==> config.mk <==
export PLATFORM = sky130hd
export DESIGN_NAME = bs_sched
export DESIGN_NICKNAME = d
export VERILOG_FILES = /design/src/rtl/bs_sched.sv
export SDC_FILE = /design/constraint.sdc
export NUM_CORES = 1
export LEC_CHECK = 0
export CORE_MARGIN = 3
export CORE_UTILIZATION = 47
export DETAILED_ROUTE_END_ITERATION = 8
export HOLD_SLACK_MARGIN = 0.12
export PLACE_DENSITY = 0.88
export RECOVER_POWER = 50
export SLEW_MARGIN = 20
export SYNTH_ARGS = -nofsm -noshare
export SYNTH_HDL_FRONTEND = slang
export SYNTH_SLANG_ARGS = --single-unit
==> constraint.sdc <==
create_clock -name clk -period 6.15 [get_ports clk]
set_input_delay 0.615 -clock clk [delete_from_list [all_inputs] [get_ports clk]]
set_output_delay 0.615 -clock clk [all_outputs]
set_load 0.005 [all_outputs]
==> src/rtl/bs_sched.sv <==
// Bitstream scheduler: walks header, code and trailer sources in order, forwards
// each accepted symbol to the concatenator, then pads the frame to a word boundary.
module bs_sched #(
    parameter int DATA_WD = 32,
    parameter int NUMB_WD = 5,
    parameter int CNT_WD  = 32
) (
    input  logic               clk,
    input  logic               rstn,
    input  logic               start_i,

    input  logic               hdr_val_i,
    input  logic [DATA_WD-1:0] hdr_dat_i,
    input  logic [NUMB_WD-1:0] hdr_numb_i,
    input  logic               hdr_lst_i,
    output logic               hdr_rdy_o,

    input  logic               cod_val_i,
    input  logic [DATA_WD-1:0] cod_dat_i,
    input  logic [NUMB_WD-1:0] cod_numb_i,
    input  logic               cod_lst_i,
    output logic               cod_rdy_o,

    input  logic               trl_val_i,
    input  logic [DATA_WD-1:0] trl_dat_i,
    input  logic [NUMB_WD-1:0] trl_numb_i,
    input  logic               trl_lst_i,
    output logic               trl_rdy_o,

    output logic               cat_val_o,
    output logic [DATA_WD-1:0] cat_dat_o,
    output logic [NUMB_WD-1:0] cat_numb_o,

    output logic               busy_o,
    output logic               done_o,
    output logic [CNT_WD-1:0]  bits_o
);

    typedef enum logic [2:0] {
        IDLE,
        HDR,
        COD,
        TRL,
        PAD,
        DONE
    } state_t;

    state_t             r_state;
    state_t             w_nxt;

    logic [NUMB_WD-1:0] r_ptr;

    logic               w_sel_val;
    logic [DATA_WD-1:0] w_sel_dat;
    logic [NUMB_WD-1:0] w_sel_numb;
    logic               w_sel_lst;
    logic               w_xfer;
    logic               w_pad_wr;
    logic               w_wr;
    logic [NUMB_WD-1:0] w_wr_numb;
    logic [DATA_WD-1:0] w_mask;
    logic [CNT_WD-1:0]  w_add;

    assign hdr_rdy_o = (r_state == HDR);
    assign cod_rdy_o = (r_state == COD);
    assign trl_rdy_o = (r_state == TRL);
    assign busy_o    = (r_state != IDLE);
    assign done_o    = (r_state == DONE);

    // Next state, source selection and pad decision for the current phase
    always_comb begin
        w_nxt      = r_state;
        w_sel_val  = 1'b0;
        w_sel_dat  = '0;
        w_sel_numb = '0;
        w_sel_lst  = 1'b0;
        w_pad_wr   = 1'b0;
        case (r_state)
            IDLE: begin
                if (start_i) w_nxt = HDR;
            end
            HDR: begin
                w_sel_val  = hdr_val_i;
                w_sel_dat  = hdr_dat_i;
                w_sel_numb = hdr_numb_i;
                w_sel_lst  = hdr_lst_i;
                if (hdr_val_i && hdr_lst_i) w_nxt = COD;
            end
            COD: begin
                w_sel_val  = cod_val_i;
                w_sel_dat  = cod_dat_i;
                w_sel_numb = cod_numb_i;
                w_sel_lst  = cod_lst_i;
                if (cod_val_i && cod_lst_i) w_nxt = TRL;
            end
            TRL: begin
                w_sel_val  = trl_val_i;
                w_sel_dat  = trl_dat_i;
                w_sel_numb = trl_numb_i;
                w_sel_lst  = trl_lst_i;
                if (trl_val_i && trl_lst_i) w_nxt = PAD;
            end
            PAD: begin
                w_pad_wr = (r_ptr != '0);
                w_nxt    = DONE;
            end
            DONE: begin
                w_nxt = IDLE;
            end
            default: w_nxt = IDLE;
        endcase
    end

    // Write request: symbol transfer or pad; pad count 31-ptr is simply ~ptr
    always_comb begin
        w_xfer    = w_sel_val;
        w_wr      = w_xfer | w_pad_wr;
        w_wr_numb = w_pad_wr ? ~r_ptr : w_sel_numb;
        w_add     = CNT_WD'(w_wr_numb) + CNT_WD'(1);
    end

    // Keep only the numb+1 least significant data bits
    always_comb begin
        w_mask = '0;
        for (int unsigned i = 0; i < DATA_WD; i++) begin
            w_mask[i] = (i <= 32'(w_sel_numb));
        end
    end

    // State register
    always_ff @(posedge clk or negedge rstn) begin
        if (!rstn) r_state <= IDLE;
        else       r_state <= w_nxt;
    end

    // Word pointer mirroring the concatenator, wraps naturally at 2^NUMB_WD
    always_ff @(posedge clk or negedge rstn) begin
        if (!rstn) begin
            r_ptr <= '0;
        end else if (w_pad_wr) begin
            r_ptr <= '0;
        end else if (w_xfer) begin
            r_ptr <= r_ptr + w_sel_numb + NUMB_WD'(1);
        end
    end

    // Registered concatenator write port
    always_ff @(posedge clk or negedge rstn) begin
        if (!rstn) begin
            cat_val_o  <= 1'b0;
            cat_dat_o  <= '0;
            cat_numb_o <= '0;
        end else begin
            cat_val_o  <= w_wr;
            cat_dat_o  <= w_xfer ? (w_sel_dat & w_mask) : '0;
            cat_numb_o <= w_wr ? w_wr_numb : '0;
        end
    end

    // Frame bit counter: cleared by an accepted start, held after the frame
    always_ff @(posedge clk or negedge rstn) begin
        if (!rstn) begin
            bits_o <= '0;
        end else if (r_state == IDLE && start_i) begin
            bits_o <= '0;
        end else if (w_wr) begin
            bits_o <= bits_o + w_add;
        end
    end

endmodule

# --- After elaboration in Yosys (flattened, before gate mapping) ---
# Index checks and enable logic that the tools add are counted.
# W data, S select, Z words.
word_totals:
  elab_cells: 79
  ff_bits: 78
  inputBits: 120
classes:
  n_lt_le_gt_ge: 31
  n_addsub: 4
  mux: 16
  bitwise_logic: 3
  reduce_logical: 10
  n_eq_ne: 9
op_table:
  columns: ["operator", "count"]
  rows:
  - ["$mux W32", 3]
  - ["$pmux W32 S3", 1]
  - ["$le A5 B5 Y1 const A", 16]
  - ["$le A4 B5 Y1 const A", 8]
  - ["$add A32 B6 Y32", 1]
  - ["$and A32 B32 Y32", 1]
  - ["$le A3 B5 Y1 const A", 4]
  - ["$mux W5", 4]
  - ["$pmux W3 S5", 1]
  - ["$pmux W5 S3", 1]
  - ["$mux W3", 4]
  - ["$le A2 B5 Y1 const A", 2]
  - ["$add A5 B1 Y6 const B", 1]
  - ["$eq A3 B2 Y1 const B", 2]
  - ["$eq A3 B3 Y1 const B", 2]
  - ["$ne A2 B1 Y1 const B", 3]
  - ["$add A5 B1 Y5 const B", 1]
  - ["$add A5 B5 Y5", 1]
  - ["$le A1 B5 Y1 const A", 1]
  - ["$not A5 Y5", 1]
  - ["$reduce_bool A5 Y1", 1]
  - ["$logic_and A1 B1 Y1", 4]
  - ["$reduce_and A4 Y1", 1]
  - ["$reduce_bool A2 Y1", 2]
  - ["other kinds (7)", 7]

# --- Depth between registers and ports, before layout ---
logic_depth:
  word_depth: 7
  depth_mapped: 14

# --- Least setup slack after synthesis ---
# OpenSTA, ideal clock, no wires.
synth_timing:
  path_kind: "register to register"
  startpoint: "reg r_state[0]"
  endpoint: "reg bits_o[16]"
  synth_period_minus_slack_ns: 3.105
  n_path_buf: 3
  path_stages_with_launch: 15
  slack_ns: 3.045
  t_arrival_ns: 2.986
  required_time_ns: 6.031
  setup_ns: 0.119
  path_cell_list: "dfrtp_1 buf_2 and2b_1 a22oi_1 nor2_1 buf_2 nor2_1 a21oi_1 ha_1 nor2b_1 o31a_1 o221a_1 buf_6 and4_1 o21a_1"
synth_via:
  elab_chain_len: 7
synth_lines:
  columns: ["element", "line_no", "source"]
  rows:
  - ["start, declared", "48", "state_t r_state;"]
  - ["start signal, assigned", "133", "else r_state <= w_nxt;"]
  - ["$eq A3 B2 Y1 (tied with other cells)", "78", "case (r_state)"]
  - ["$pmux W5 S3 or $mux W1 (tied branches)", "78", null]
  - ["$mux W5", "118", "w_wr_numb = w_pad_wr ? ~r_ptr : w_sel_numb;"]
  - ["$add A5 B1 Y6", "119", "w_add = CNT_WD'(w_wr_numb) + CNT_WD'(1);"]
  - ["$add A32 B6 Y32", "167", "bits_o <= bits_o + w_add;"]
  - ["$mux W32", "166", "end else if (w_wr) begin"]
  - ["$mux W32", "164", "end else if (r_state == IDLE && start_i) begin"]
  - ["end signal, assigned", "167", null]
  - ["end, declared", "36", "output logic [CNT_WD-1:0] bits_o"]
# Parallel ways exist; a longest one is shown, timed or not. The select of a mux whose other input is x is not followed.
# A chain may end at the register's enable or synchronous reset.

# --- Worst setup path after layout ---
layout_timing:
  startpoint: "reg r_state[1]"
  endpoint: "reg bits_o[31]"
# The elaborated chain is that of the path after synthesis.

==> metrics.txt <==
row cnt 35; sequential area share after synthesis 41.8%; FFs w/ async S/R, synth 100%; hold path cells 1; EDFF count, synth 0; WL final 15200 um; Hold Vio Cnt, Final 0; Setup Skew 10.6 ps; CP Capture Type flop; Num CTS Buffers 9; routability cong. 0.870; CTS resizes 0; status complete, but fails checks; Final ANT Viol Nets 0; worst-margin pin slew 4140 ps; Top-Level Pins 195; Initial Util 49.4%; Slowest cell on crit path o22ai_1; GRT Util Overall 27.0%; crit-path cells buf_4 > mux2_2 > a22oi_1 > nor2_2 > a21oi_1 > inv_1 > ha_1 > nor2b_1 > o2111a_1 > o22ai_1 > or4_1 > a21oi_1; Yosys Warn Count 0; RR Startpoint r_state[1]; largest area contributor in the netlist dfrtp_1; Setup CP Type flop to flop; DRC Markers 0; CTS tree built; CTS Root Cell clkbuf_8; synthesis-to-finish area growth 46.1%; peak supply drop 0.283 mV; synth top area cells dfrtp_1, a21oi_1, mux2_2, a22oi_1, mux2i_1; initial antenna violation count 0; die width 106 um; fin. max-slew vios 79; total negative slack 0 ps; dpl hpwl 11500 um; Synth top area share 41.8%; WHS Endpoint r_ptr[4]; Tcrit/Tclk final 71.3%; syn_nets 627; Ant. Diodes 0; Syn Area/Cell 9.43 sq um; die footprint 0.0112 sq mm; CP Max Fanout 45; final net count 803; failing checks capacitance limit, slew limit; largest net degree at the start of global routing 79; Worst-path clk slew 90 ps; Overflow after GRT 0; die height 106 um; Port Buffers 194; Critical Path Max Stage Delay 760 ps; Setup-failing EPs final 0; crit-path leading delay family compound AO/OA/AOI/OAI gates; Max Freq 228 MHz; 1st-pass router iterations 6; Startpoint Class flop; pwr/cell area 370 mW/mm^2; hold_ws 538 ps; critical path's most frequent cell a21oi_1; Unique masters post-synth 60; critical path data arrival time 4580 ps; Vias 4780; share of layout cells above drive strength 1 7.99%; H-tree levels 3; Synth Cell Area 0.00467 sq mm; RSZ-0062 raised after global routing false; Worst-Skew Late Latency 360 ps; Reg2Reg Depth 12; Clock Sinks 78; WP buf/inv 2; Finished Cell Area 0.00682 sq mm; final core utilization 72.1%; placed standard-cell area 0.00664 sq mm; max cap viols 1; R2R Path End bits_o[31]; core footprint 0.00946 sq mm; register bit total from synthesis 78; ys flop type dfrtp_1; Avg Vias per Cell 5.94; DR WL/cell 18.9 um; Req. time, crit path 6350 ps; Setup Fix Bufs, Post-CTS 0; Syn Inst Count 495; vias in the first global route 4689; first-pass GRT wire length 24200 um; hold_buf cts 0; startpoint of the worst hold path r_ptr[4]; Hold Path Class flop to flop; Pleak 2.85 nW; flop-to-flop setup slack 1760 ps; minimum clock period 4390 ps; CTS max path bufs 2; relative slew slack -176%; Initial DRC Count 284
## Yosys cell counts, drive strengths merged, types with 7 or more instances
cell type   n
a2111oi     9
a211oi     11
a21oi      58
a22oi      23
and3        7
buf        17
clkbuf     16
dfrtp      78
ha         10
inv        15
mux2       24
mux2i      17
nand2      31
nand3      14
nand4       8
nor2       29
nor3       18
o21ai      22
or3        14
or4         7
## cell families (layout without fill, tap and decap cells)
| kind of cell | after synthesis | after routing | synth area share, % |
|---|---|---|---|
| compound gates | 161 | 161 | 22.6 |
| xor+xnor | 6 | 6 | 1.13 |
| fa+ha+maj | 12 | 12 | 3.54 |
| buf+inv | 48 | 229 | 4.58 |
| flops | 78 | 78 | 41.8 |
| mux | 41 | 41 | 9.43 |
| simple gates | 149 | 149 | 16.9 |
## layout make-up
type                    count  area, sq um
inverters                  15         56.3
clock inverters             7         56.3
multi-input cells         369         2500
flip-flops and latches     78         1950
clock buffers               9          124
repair buffers            198         1970
fillers                   701         2640
well taps                 129          161
## per-stage QoR
stage / power [mW] / worst slack [ps] / std cells
after global placement: 2.11 / 2050 / 789
after global routing: 2.70 / 996 / 805
final: 2.53 / 1760 / 805
after floorplan: 1.65 / 3050 / 495
after CTS: 2.54 / 1810 / 805
after detailed placement: 2.18 / 1850 / 789
## report_power, final
part	internal, mW	switching [mW]
logic	0.632	0.822
clock network	0.152	0.209
registers	0.623	0.0855
## flip-flops by register name (all words and copies together), names as in the netlist
signal and count:
r_state 3, bits_o 32, cat_val_o 1, cat_dat_o 32
r_ptr 5, cat_numb_o 5
## metal layers
metal  GRT usage (%)  up-vias  share of wire (%)
li1                -     2218                  -
met1            34.9     2321                 40
met2            45.6      207                 51
met3            4.65       34                6.0
met4            9.62        0                2.5
met5               0        -                  0
## cells in the final DEF (no fill, tap or decap), types with 3 or more instances in the layout
cell type	Yosys	routed
a31oi_1	6	6
xor2_1	3	3
nand3_1	14	14
nor4_1	3	3
mux2i_1	17	17
nand4_1	8	8
xnor2_1	3	3
a22oi_1	23	23
and2_1	5	5
a2111oi_0	9	9
ha_1	10	10
nand2_1	31	31
and3_1	7	7
clkdlybuf4s50_1	0	159
nor2_1	27	27
o21ai_0	21	21
or4_1	7	7
nor3_1	17	17
a21o_1	4	4
buf_4	2	4
mux2_2	24	24
and4_1	3	3
inv_6	0	4
o31ai_1	6	6
a211oi_1	10	10
or3_1	14	14
o21a_1	6	6
dlygate4sd3_1	0	34
a21oi_1	57	57
nor2b_1	3	3
inv_1	14	14
dfrtp_1	78	76
clkbuf_8	0	9
## worst max-delay path by stage
stage | startpoint | end | cells after the start
after detailed placement | r_state[1] | bits_o[13] | 12
after global routing | rstn | r_state[1] | 1
after global placement | r_state[1] | bits_o[20] | 11
after CTS | r_state[1] | bits_o[13] | 12
final | r_state[1] | bits_o[31] | 12
after floorplan | r_state[0] | bits_o[16] | 14
No activity file was read; power rests on OpenSTA's default activity.
